`config.mk`:
```
export PLATFORM = sky130hd
export DESIGN_NAME = dqn_weight_load_receiver
export DESIGN_NICKNAME = d
export VERILOG_FILES = /design/src/rtl/dqn_weight_load_receiver.sv
export SDC_FILE = /design/constraint.sdc
export NUM_CORES = 1
export LEC_CHECK = 0
export ABC_AREA = 0
export BUFFER_PORTS_ARGS = -buffer_cell sky130_fd_sc_hd__buf_2
export CAP_MARGIN = 10
export CORE_MARGIN = 4
export CORE_UTILIZATION = 52
export DETAILED_ROUTE_END_ITERATION = 12
export HOLD_SLACK_MARGIN = 0.05
export PLACE_DENSITY_LB_ADDON = 0.2
export SYNTH_ARGS = -nofsm -noshare
export SYNTH_HDL_FRONTEND = slang
export SYNTH_SLANG_ARGS = --single-unit
export TNS_END_PERCENT = 30
```
`constraint.sdc`:
```
create_clock -name clk -period 2.9 [get_ports clk]
set_input_delay 0.58 -clock clk [delete_from_list [all_inputs] [get_ports clk]]
set_output_delay 0.58 -clock clk [all_outputs]
set_load 0.05 [all_outputs]
```
`src/rtl/dqn_weight_load_receiver.sv`:
```
// dqn_weight_load_receiver: checks the DQN weight-load stream and forwards accepted words to the layer weight RAMs.
// Optional WEIGHT_CHECKSUM_EN adds o_checksum, a wrap-around sum of the weights accepted in the current load.
module dqn_weight_load_receiver #(
  parameter int DATA_WIDTH = 32,
  parameter int LAYER_WIDTH = 2,
  parameter int WEIGHT_COUNTER_WIDTH = 11,
  parameter int NUMBER_OF_INPUT_NODE = 2,
  parameter int NUMBER_OF_HIDDEN_NODE_LAYER_1 = 32,
  parameter int NUMBER_OF_HIDDEN_NODE_LAYER_2 = 32,
  parameter int NUMBER_OF_OUTPUT_NODE = 3
) (
  input  logic clk,
  input  logic rst,
  input  logic i_weight_valid,
  input  logic [LAYER_WIDTH-1:0] i_weight_layer,
  input  logic [WEIGHT_COUNTER_WIDTH-1:0] i_weight_addr,
  input  logic [DATA_WIDTH-1:0] i_weight,
`ifdef WEIGHT_CHECKSUM_EN
  output logic [DATA_WIDTH-1:0] o_checksum,
`endif
  output logic o_wr_en_h1,
  output logic o_wr_en_h2,
  output logic o_wr_en_out,
  output logic [WEIGHT_COUNTER_WIDTH-1:0] o_wr_addr,
  output logic [DATA_WIDTH-1:0] o_wr_data,
  output logic o_load_done,
  output logic o_weights_ready,
  output logic o_error
);
  localparam logic [WEIGHT_COUNTER_WIDTH-1:0] N1 =
    WEIGHT_COUNTER_WIDTH'(NUMBER_OF_HIDDEN_NODE_LAYER_1 * (NUMBER_OF_INPUT_NODE + 1));
  localparam logic [WEIGHT_COUNTER_WIDTH-1:0] N2 =
    WEIGHT_COUNTER_WIDTH'(NUMBER_OF_HIDDEN_NODE_LAYER_2 * (NUMBER_OF_HIDDEN_NODE_LAYER_1 + 1));
  localparam logic [WEIGHT_COUNTER_WIDTH-1:0] N3 =
    WEIGHT_COUNTER_WIDTH'(NUMBER_OF_OUTPUT_NODE * (NUMBER_OF_HIDDEN_NODE_LAYER_2 + 1));
  localparam logic [WEIGHT_COUNTER_WIDTH-1:0] ONE = WEIGHT_COUNTER_WIDTH'(1);
  localparam logic [LAYER_WIDTH-1:0] LY1 = LAYER_WIDTH'(1);
  localparam logic [LAYER_WIDTH-1:0] LY2 = LAYER_WIDTH'(2);
  localparam logic [LAYER_WIDTH-1:0] LY3 = LAYER_WIDTH'(3);
  typedef enum logic [2:0] {IDLE, L1, L2, L3, DONE, ERR} state_t;
  state_t state, nxt;
  logic [WEIGHT_COUNTER_WIDTH-1:0] cnt, cnt_nxt;
  logic beat, entry, same, succ, acc, fin;
  logic [2:0] wr_nxt;
  always_comb begin
    beat = i_weight_valid && i_weight_layer != '0;
    entry = i_weight_layer == LY1 && i_weight_addr == '0 && (state == IDLE || state == DONE || state == ERR);
    same = i_weight_addr == cnt &&
      ((state == L1 && i_weight_layer == LY1 && cnt < N1) ||
       (state == L2 && i_weight_layer == LY2 && cnt < N2) ||
       (state == L3 && i_weight_layer == LY3 && cnt < N3));
    succ = i_weight_addr == '0 &&
      ((state == L1 && i_weight_layer == LY2 && cnt == N1) ||
       (state == L2 && i_weight_layer == LY3 && cnt == N2));
    acc = beat && (entry || same || succ);
    fin = acc && same && state == L3 && cnt + ONE == N3;
  end
  always_ff @(posedge clk or posedge rst) begin
    if (rst) begin
      state <= IDLE;
      cnt <= '0;
    end else begin
      state <= nxt;
      cnt <= cnt_nxt;
    end
  end
  // Entry and layer hand-over both consume address 0, so the counter restarts at 1.
  always_comb begin
    nxt = state;
    cnt_nxt = cnt;
    if (beat && !acc) nxt = ERR;
    else if (acc && entry) begin
      nxt = L1;
      cnt_nxt = ONE;
    end else if (acc && succ) begin
      nxt = state == L1 ? L2 : L3;
      cnt_nxt = ONE;
    end else if (acc) begin
      nxt = fin ? DONE : state;
      cnt_nxt = cnt + ONE;
    end
  end
  always_comb begin
    wr_nxt = acc ? {i_weight_layer == LY3, i_weight_layer == LY2, i_weight_layer == LY1} : 3'b000;
    o_weights_ready = state == DONE;
    o_error = state == ERR;
  end
  always_ff @(posedge clk or posedge rst) begin
    if (rst) begin
      {o_wr_en_out, o_wr_en_h2, o_wr_en_h1} <= '0;
      o_wr_addr <= '0;
      o_wr_data <= '0;
      o_load_done <= 1'b0;
    end else begin
      {o_wr_en_out, o_wr_en_h2, o_wr_en_h1} <= wr_nxt;
      o_wr_addr <= acc ? i_weight_addr : o_wr_addr;
      o_wr_data <= acc ? i_weight : o_wr_data;
      o_load_done <= fin;
    end
  end
`ifdef WEIGHT_CHECKSUM_EN
  always_ff @(posedge clk or posedge rst) begin
    if (rst) o_checksum <= '0;
    else if (acc) o_checksum <= entry ? i_weight : o_checksum + i_weight;
  end
`endif
endmodule
```
* After elaboration in Yosys (flattened, before gate mapping)
Cells that the tools add are included.
** Storage, ports and cells
- Register bits after elaboration :: 61
- Logic and storage cells :: 73
** Cells by class
- Add/sub/neg operators :: 1
- $lt $le $gt $ge :: 3
- Eq/ne operators :: 12
- Multiplexer cells :: 10
- Bitwise gates (word level) :: 1
- Reductions and logical operators :: 38
** Operators with widths (number)
- $mux W11 :: 3
- $eq A11 B7 Y1 const B :: 2
- $logic_and A1 B1 Y1 :: 22
- $lt A11 B7 Y1 const B :: 2
- $mux W3 :: 6
- $add A11 B1 Y11 const B :: 1
- $eq A11 B11 Y1 :: 1
- $eq A11 B11 Y1 const B :: 1
- $logic_not A11 Y1 :: 1
- $lt A11 B11 Y1 const B :: 1
- $reduce_bool A4 Y1 :: 2
- $logic_or A1 B1 Y1 :: 7
- $eq A3 B2 Y1 const B :: 2
- $eq A3 B3 Y1 const B :: 2
- $eq A2 B2 Y1 const B :: 2
- $reduce_and A2 Y1 :: 2
- $eq A3 B1 Y1 const B :: 1
- $logic_not A3 Y1 :: 1
- $reduce_bool A3 Y1 :: 1
- $eq A2 B1 Y1 const B :: 1
- $reduce_bool A2 Y1 :: 1
- $logic_not A1 Y1 :: 1
- $mux W1 :: 1
- $not A1 Y1 :: 1

* Logic depth before layout (Yosys ltp)
Gate-level depths: netlist (run 1).
- Word-level depth :: 17
- Depth in mapped cells :: 9
- Depth with buffers taken out :: 8

* Least setup slack after synthesis (run 1)
OpenSTA, ideal clock, no wires.
- Path type :: input to register
- Start :: input port i_weight_layer[1]
- End :: register cnt[3]
- Library setup time :: 124 ps
- Data arrival time :: 2247 ps
- Setup slack :: 529 ps
- Stages :: 7
- Path through :: clkbuf_1 or3b_1 or2_4 nor2_1 nor2_2 and3_1 a211o_1
** On the way
- Longest elaborated chain between the ends :: 13
** Ends and longest elaborated chain
- start: declaration :: line 15 : input logic [LAYER_WIDTH-1:0] i_weight_layer,
- $eq A2 B1 Y1 / $eq A2 B2 Y1 (equally long branches)
- $logic_and A1 B1 Y1 (on tied branches) (2 in series) :: line 49, 50
- $logic_or A1 B1 Y1 :: line 49 : ((state == L1 && i_weight_layer == LY1 && cnt < N1) ||
- $logic_or A1 B1 Y1 :: line 50 : (state == L2 && i_weight_layer == LY2 && cnt < N2) ||
- $logic_and A1 B1 Y1 :: line 48 : same = i_weight_addr == cnt &&
- $logic_or A1 B1 Y1 (2 in series) :: line 55 : acc = beat && (entry || same || succ);
- $logic_and A1 B1 Y1 :: line 55
- $logic_not A1 Y1 :: line 71 : if (beat && !acc) nxt = ERR;
- $logic_and A1 B1 Y1 :: line 71
- $not A1 Y1 (no line)
- $reduce_and A2 Y1 (no line)
- end signal: assignment :: line 64 : cnt <= cnt_nxt;
- end: declaration :: line 42 : logic [WEIGHT_COUNTER_WIDTH-1:0] cnt, cnt_nxt;
Parallel ways exist; a longest one is shown, timed or not.
A chain may end at the register's enable or synchronous reset.

* Worst setup path after layout (run 1)
- Start :: register cnt[0]
- End :: register cnt[3]
** On the way
- Longest elaborated chain between the ends :: 12
** Ends and longest elaborated chain (line)
- $lt A11 B7 Y1 / $lt A11 B11 Y1 (equally long branches) :: 49, 50
- $logic_and A1 B1 Y1 (on tied branches) :: 49, 50
- $logic_or A1 B1 Y1 :: 49
- $logic_or A1 B1 Y1 :: 50
- $logic_and A1 B1 Y1 :: 48
- $logic_or A1 B1 Y1 (2 in series) :: 55
- $logic_and A1 B1 Y1 :: 55
- $logic_not A1 Y1 :: 71
- $logic_and A1 B1 Y1 :: 71
- $not A1 Y1 (no line)
- $reduce_and A2 Y1 (no line)
Parallel ways exist; a longest one is shown, timed or not. The select of a mux whose other input is x is not followed.

==> metrics.cfg, run 1 <==
[status]
status=completed

[power_and_ir_drop]
seqPwrFrac_pct=46.6
netSwitchingFraction_pct=22.1
intPower_uw=1420
power.share.combinational_pct=4.8
p_sw_uw=402
vdd_ir_drop_max_v=0.000283
powerDensity_nw_per_um2=448
total_power_uw=1820
power_leakage_uw=0.00214
clockPowerShare_pct=48.5

[synth]
yosys.area_share.xor_xnor_pct=4.00
synth_common_cells=61 x dfrtp_1, 40 x mux2_4, 12 x xnor2_1
yosys.area.top_type=dfrtp_1
synth_fa_ha_area_share_pct=1.14
synth_top_area_share_pct=46.5
dominantRegCellSynth=dfrtp_1
syn_area_um2=3280
syn-num-nets=312
synth_top_family_by_area=multiplexers
synth_most_common_cell=dfrtp_1
synth-simple-area-share_pct=14.3
synth_edf_count=0
synth_cells=261
synth_compound_area_share_pct=11.2
synth.avg_cell_area_um2=12.6
ys_ff_latch=61
synth.area.top_cells=dfrtp_1 47%, mux2_4 18%, xnor2_1 3.2%
ys_seq_area_share_pct=46.5
yosysWarnings=0
synthMuxAreaShare_pct=19.3
synthDistinctLibCells=56
async_flop_share_pct=100

[place]
port_buffers=96
dp_hpwl_um=5680
place_area_um2=3840
gp_congestion=0.866

[floorplanning]
dieHeight_um=87.4
dieArea_um2=7640
start_util_pct=54.4
fp.dieW_um=87.4
fp.coreArea_um2=6030
row_count=28
num_io_pins=97

[setup_path]
arrival_ns=2.78
cp.required_ns=3.18
endpoint_kind=register
critPathKind=reg -> reg
start_kind=register
cp_max_fo=12

[sta]
tns_ns=0
timing.final.hold_violations=0
period_share_pct=86.1
clock.fmax_ghz=0.400
tightest_slew_ns=0.427
fin_crit_ns=2.50
drv_slew=0
fin_skew_ns=0.0109
relSlewSlack_pct=71.5
holdWs_ns=0.295
setup_violations=0
rsz0062_at_grt=no

[clocking]
clkTransAtPathRegs_ns=0.08
clock_latency_ns=0.34
cts_resized=0
clock-sinks=61
cts-root-buf=clkbuf_8
cts_tree=yes
cts.path.max_buffers=2
cts_hold_buf=0
cts_setup_buffers=0
cts_max_level=3
cts_buffers=9

[min_path]
hp-class=in -> async

[drt]
viasPerCell=5.61
drt_wl_total_um=7930
dr.pass1.iters=4
drc=0
drt-wirelength-per-cell_um=18.0
final_antenna_net_count=0
via_count=2474
drt_iter0_markers=183

[grt]
grt_start_max_net_pins=62
grt_first_pass_wirelength_um=12700
grt_overflow=0
grt_pass1_vias=2532
grt_antenna_before_repair=0
grtUsageTotal_pct=21.9

[finish]
drive_gt1_share_pct=48.1
area_growth_pct=24.2
nets=412
final_area_um2=4070
antenna-diode-count=0

[job]
drv_cap=0

-- sequential cells by signal, summed over array words and instances (netlist names) --
register	cells
o_load_done	1
cnt	11
o_wr_en_h2	1
o_wr_en_h1	1
o_wr_en_out	1
state	3
o_wr_addr	11
o_wr_data	32
-- cells in the final DEF (no fill, tap or decap), types with 3 or more instances in the layout --
| cell | synthesis | routed |
|---|---|---|
| buf_2 | 7 | 96 |
| dfrtp_1 | 61 | 61 |
| o21ai_0 | 11 | 11 |
| and3b_1 | 3 | 3 |
| nor3_1 | 7 | 7 |
| o21ai_1 | 8 | 8 |
| nand4_1 | 3 | 3 |
| o31ai_1 | 4 | 4 |
| nor3b_1 | 3 | 3 |
| nand3_1 | 8 | 8 |
| ha_1 | 3 | 3 |
| nor2_1 | 5 | 5 |
| xnor2_1 | 12 | 12 |
| mux2_4 | 40 | 40 |
| nor4_1 | 4 | 4 |
| inv_1 | 4 | 3 |
| buf_4 | 1 | 6 |
| xor2_1 | 3 | 3 |
| nand2_1 | 9 | 9 |
| mux2_2 | 3 | 3 |
| clkbuf_8 | 0 | 11 |
| a21oi_1 | 4 | 4 |
| nor4b_1 | 3 | 3 |
| nand2b_1 | 3 | 3 |
| and4_1 | 3 | 3 |
| a21o_1 | 3 | 3 |
-- power groups by stage --
stage | combinational, µW | clock, µW | sequential, µW
2_1_floorplan | 37.1 | 0 | 869
3_5_place_dp | 88.8 | 0 | 867
4_1_cts | 89.4 | 904 | 851
6_report | 88.4 | 885 | 851
5_1_grt | 97.5 | 945 | 850
3_3_place_gp | 87.8 | 0 | 867
-- stage by stage --
| step | setup slack (ns) | utilization, % | cells |
|---|---|---|---|
| floorplan | 0.529 | - | 261 |
| global placement | 0.386 | 63.7 | 425 |
| detailed placement | 0.336 | 63.7 | 425 |
| CTS | 0.424 | 67.6 | 441 |
| global route | 0.252 | 67.6 | 441 |
| finish | 0.403 | 67.6 | 441 |
-- critical path, cell delays in order (launching register included) --
cell and delay [ns]:
dfrtp_1 0.50, inv_1 0.13, ha_1 0.17, nor4b_1 0.36
a2bb2oi_1 0.17, a311oi_4 0.35, a2bb2oi_4 0.11, buf_4 0.20
nor4b_1 0.31, a211o_1 0.13
-- final cells by class --
cell class	count	area [µm²]
Clock buffer	11	151
Fill cell	456	1950
Sequential cell	61	1530
Clock inverter	5	81.3
Multi-Input combinational cell	181	1640
Tap cell	75	93.8
Inverter	4	15.0
Timing Repair Buffer	104	566
-- cell families (layout without fill, tap and decap cells) --
| group | count (synthesis) | count (layout) |
|---|---|---|
| flip-flops | 61 | 61 |
| AND/OR/NAND/NOR | 72 | 72 |
| buffers and inverters | 19 | 124 |
| multiplexers | 43 | 43 |
| adder cells (fa/ha/maj) | 3 | 3 |
| XOR/XNOR | 15 | 15 |
| AO/OA/AOI/OAI | 48 | 48 |
-- per-layer routing --
layer / vias up / track usage, % / wire length [µm]
met1: 1221 / 29.6 / 3670
met4: 0 / 8.09 / 92
met5: - / 0 / 0
met3: 8 / 6.05 / 543
li1: 1162 / - / -
met2: 83 / 33.6 / 3630
-- worst paths after layout --
check	to	slack, ns	cells after the start	start
worst max-delay path	cnt[3]$_DFFE_PP0P_	0.40	9	cnt[0]$_DFFE_PP0P_
worst min-delay path	o_wr_data[9]$_DFFE_PP0N_	0.29	3	rst
worst max register to register	cnt[3]$_DFFE_PP0P_	0.40	9	cnt[0]$_DFFE_PP0P_
worst min register to register	o_wr_data[5]$_DFFE_PP0N_	0.50	1	o_wr_data[5]$_DFFE_PP0N_
max in group asynchronous	cnt[5]$_DFFE_PP0P_	2.34	3	rst
min in group clk	o_wr_data[13]$_DFFE_PP0N_	0.46	2	i_weight[13]
Power figures use the tool's default switching activity.
==> run 2, diff against run 1 <==
Settings changed: CORE_UTILIZATION 52 to 43, RECOVER_POWER set to 100.
==> metrics.cfg, run 2 (synthesized netlist as in run 1, its figures left out) <==
[setup_path]
endpoint_kind=register
cp_max_fo=9  ; -3
cp.required_ns=3.13  ; -0.05 ns
reg2regPathDepth=6  ; -3
arrival_ns=2.90  ; +0.12 ns
critPathKind=reg -> reg
start_kind=register

[clocking]
cts_tree=yes
cts.path.max_buffers=2  ; unchanged
cts_max_level=3  ; unchanged
cts_resized=0  ; unchanged
cts_setup_buffers=0  ; unchanged
clock-sinks=61  ; unchanged
cts-root-buf=clkbuf_8
clock_latency_ns=0.33  ; about the same
clkTransAtPathRegs_ns=0.07  ; about the same
cts_buffers=9  ; unchanged
cts_hold_buf=0  ; unchanged

[min_path]
min_delay_path_depth=2
hp-class=in -> reg

[sta]
setup_slack_ns=0.228  ; -0.175 ns
tns_ns=0  ; unchanged
rsz0062_at_grt=no
drv_slew=0  ; unchanged
period_share_pct=92.1  ; +6.0 points
fin_skew_ns=0.00823  ; -0.00270 ns
fin_crit_ns=2.67  ; +0.175 ns
clock.fmax_ghz=0.374  ; -6.5%
tightest_slew_ns=1.13  ; +0.699 ns
timing.final.hold_violations=0  ; unchanged
setup_violations=0  ; unchanged
relSlewSlack_pct=24.9  ; -47 points

[finish]
fin_cells=468  ; +6.1%
drive_gt1_share_pct=24.4  ; -24 points
fillerInstances=721  ; +58%
largest_reg_flops=32  ; unchanged
area_growth_pct=17.9
antenna-diode-count=0  ; unchanged
final_cell_mix=61 x dfrtp_1, 50 x clkbuf_1, 47 x buf_2
largest_register=o_wr_data
reg_top3=o_wr_data x32, cnt x11, o_wr_addr x11
final_common_cell=dfrtp_1
nets=416  ; +0.97%

[drt]
drc=0  ; unchanged
final_antenna_net_count=0  ; unchanged
viasPerCell=5.32  ; -5.2%
drt_iter0_markers=86  ; -53%
drt-wirelength-per-cell_um=16.4  ; -8.7%
dr.pass1.iters=4  ; unchanged
drt_wl_total_um=7680  ; -3.1%
via_count=2490  ; +0.65%

[floorplanning]
start_util_pct=44.8  ; -9.7 points
fp.dieW_um=95.3  ; +9.1%
fp.coreArea_um2=7330  ; +22%
num_io_pins=97  ; unchanged
row_count=31  ; +11%
dieHeight_um=95.3  ; +9.1%
dieArea_um2=9090  ; +19%

[place]
dp_hpwl_um=5720  ; +0.66%
gp_congestion=0.914  ; +5.5%
placed_cells=453  ; +6.6%
place_ws_ns=0.187  ; -0.150 ns
port_buffers=96  ; unchanged

[power_and_ir_drop]
total_power_uw=1700  ; -6.6%
power_leakage_uw=0.00182  ; -15%
powerDensity_nw_per_um2=440  ; -1.6%
vdd_ir_drop_max_v=0.000195  ; -31%

[status]
status=completed

[grt]
grtUsageTotal_pct=17.9  ; -3.9 points
grt_first_pass_wirelength_um=12500  ; -1.5%
grt_antenna_before_repair=0  ; unchanged
grt_overflow=0  ; unchanged
grt_start_max_net_pins=36  ; -42%
grt_pass1_vias=2466  ; -2.6%

[job]
drv_cap=0  ; unchanged

==> run 2: report_power, final <==
| part | leakage (µW) | switching (µW) | internal (µW) | total (µW) |
|---|---|---|---|---|
| clock | 0.000101 | 333 | 436 | 769 |
| sequential | 0.000837 | 0.249 | 851 | 851 |
| combinational | 0.000879 | 46.9 | 36.8 | 83.7 |
==> run 2: metal layers <==
metal  vias to the layer above  GRT usage, %  share of wire (%)
li1                       1179             -                  -
met1                      1195          23.5                 43
met2                       100          28.1                 46
met3                        16          4.97                8.7
met4                         0          7.21                2.0
met5                         -             0                  0
==> run 2: area by class of cell <==
cell class | count | area, µm² | area share, %
Timing Repair Buffer | 108 | 519 | 13.4
Tap cell | 99 | 124 | 3.20
Clock buffer | 11 | 151 | 3.91
Inverter | 4 | 15.0 | 0.388
Clock inverter | 4 | 47.5 | 1.23
Multi-Input combinational cell | 181 | 1490 | 38.4
Sequential cell | 61 | 1530 | 39.5
==> run 2: per-stage QoR <==
step	utilization (%)	hold slack [ns]	cell area, µm²
2_1_floorplan	-	0.542	3280
3_3_place_gp	53.4	0.484	3910
3_5_place_dp	53.4	0.489	3910
4_1_cts	56.1	0.346	4110
5_1_grt	52.8	0.439	3870
6_report	52.8	0.460	3870
==> run 2: path summary, 6_finish.rpt <==
kind	endpoint	slack [ns]	from
hold / removal	o_wr_data[23]$_DFFE_PP0N_	0.46	i_weight[23]
setup reg to reg	state[1]$_DFFE_PP0P_	0.23	cnt[9]$_DFFE_PP0P_
hold reg to reg	o_wr_data[11]$_DFFE_PP0N_	0.49	o_wr_data[11]$_DFFE_PP0N_
setup / recovery	state[1]$_DFFE_PP0P_	0.23	cnt[9]$_DFFE_PP0P_
min in group asynchronous	o_wr_data[6]$_DFFE_PP0N_	0.53	rst
max in group asynchronous	o_wr_data[24]$_DFFE_PP0N_	1.02	rst
==> run 2: critical path, stage by stage, from the launching register on <==
cell and delay, ns:
dfrtp_1 0.49, or4_1 0.54, o21ai_0 0.20, a22oi_1 0.22, nor4_1 0.81, nor2b_1 0.11
a21o_1 0.21
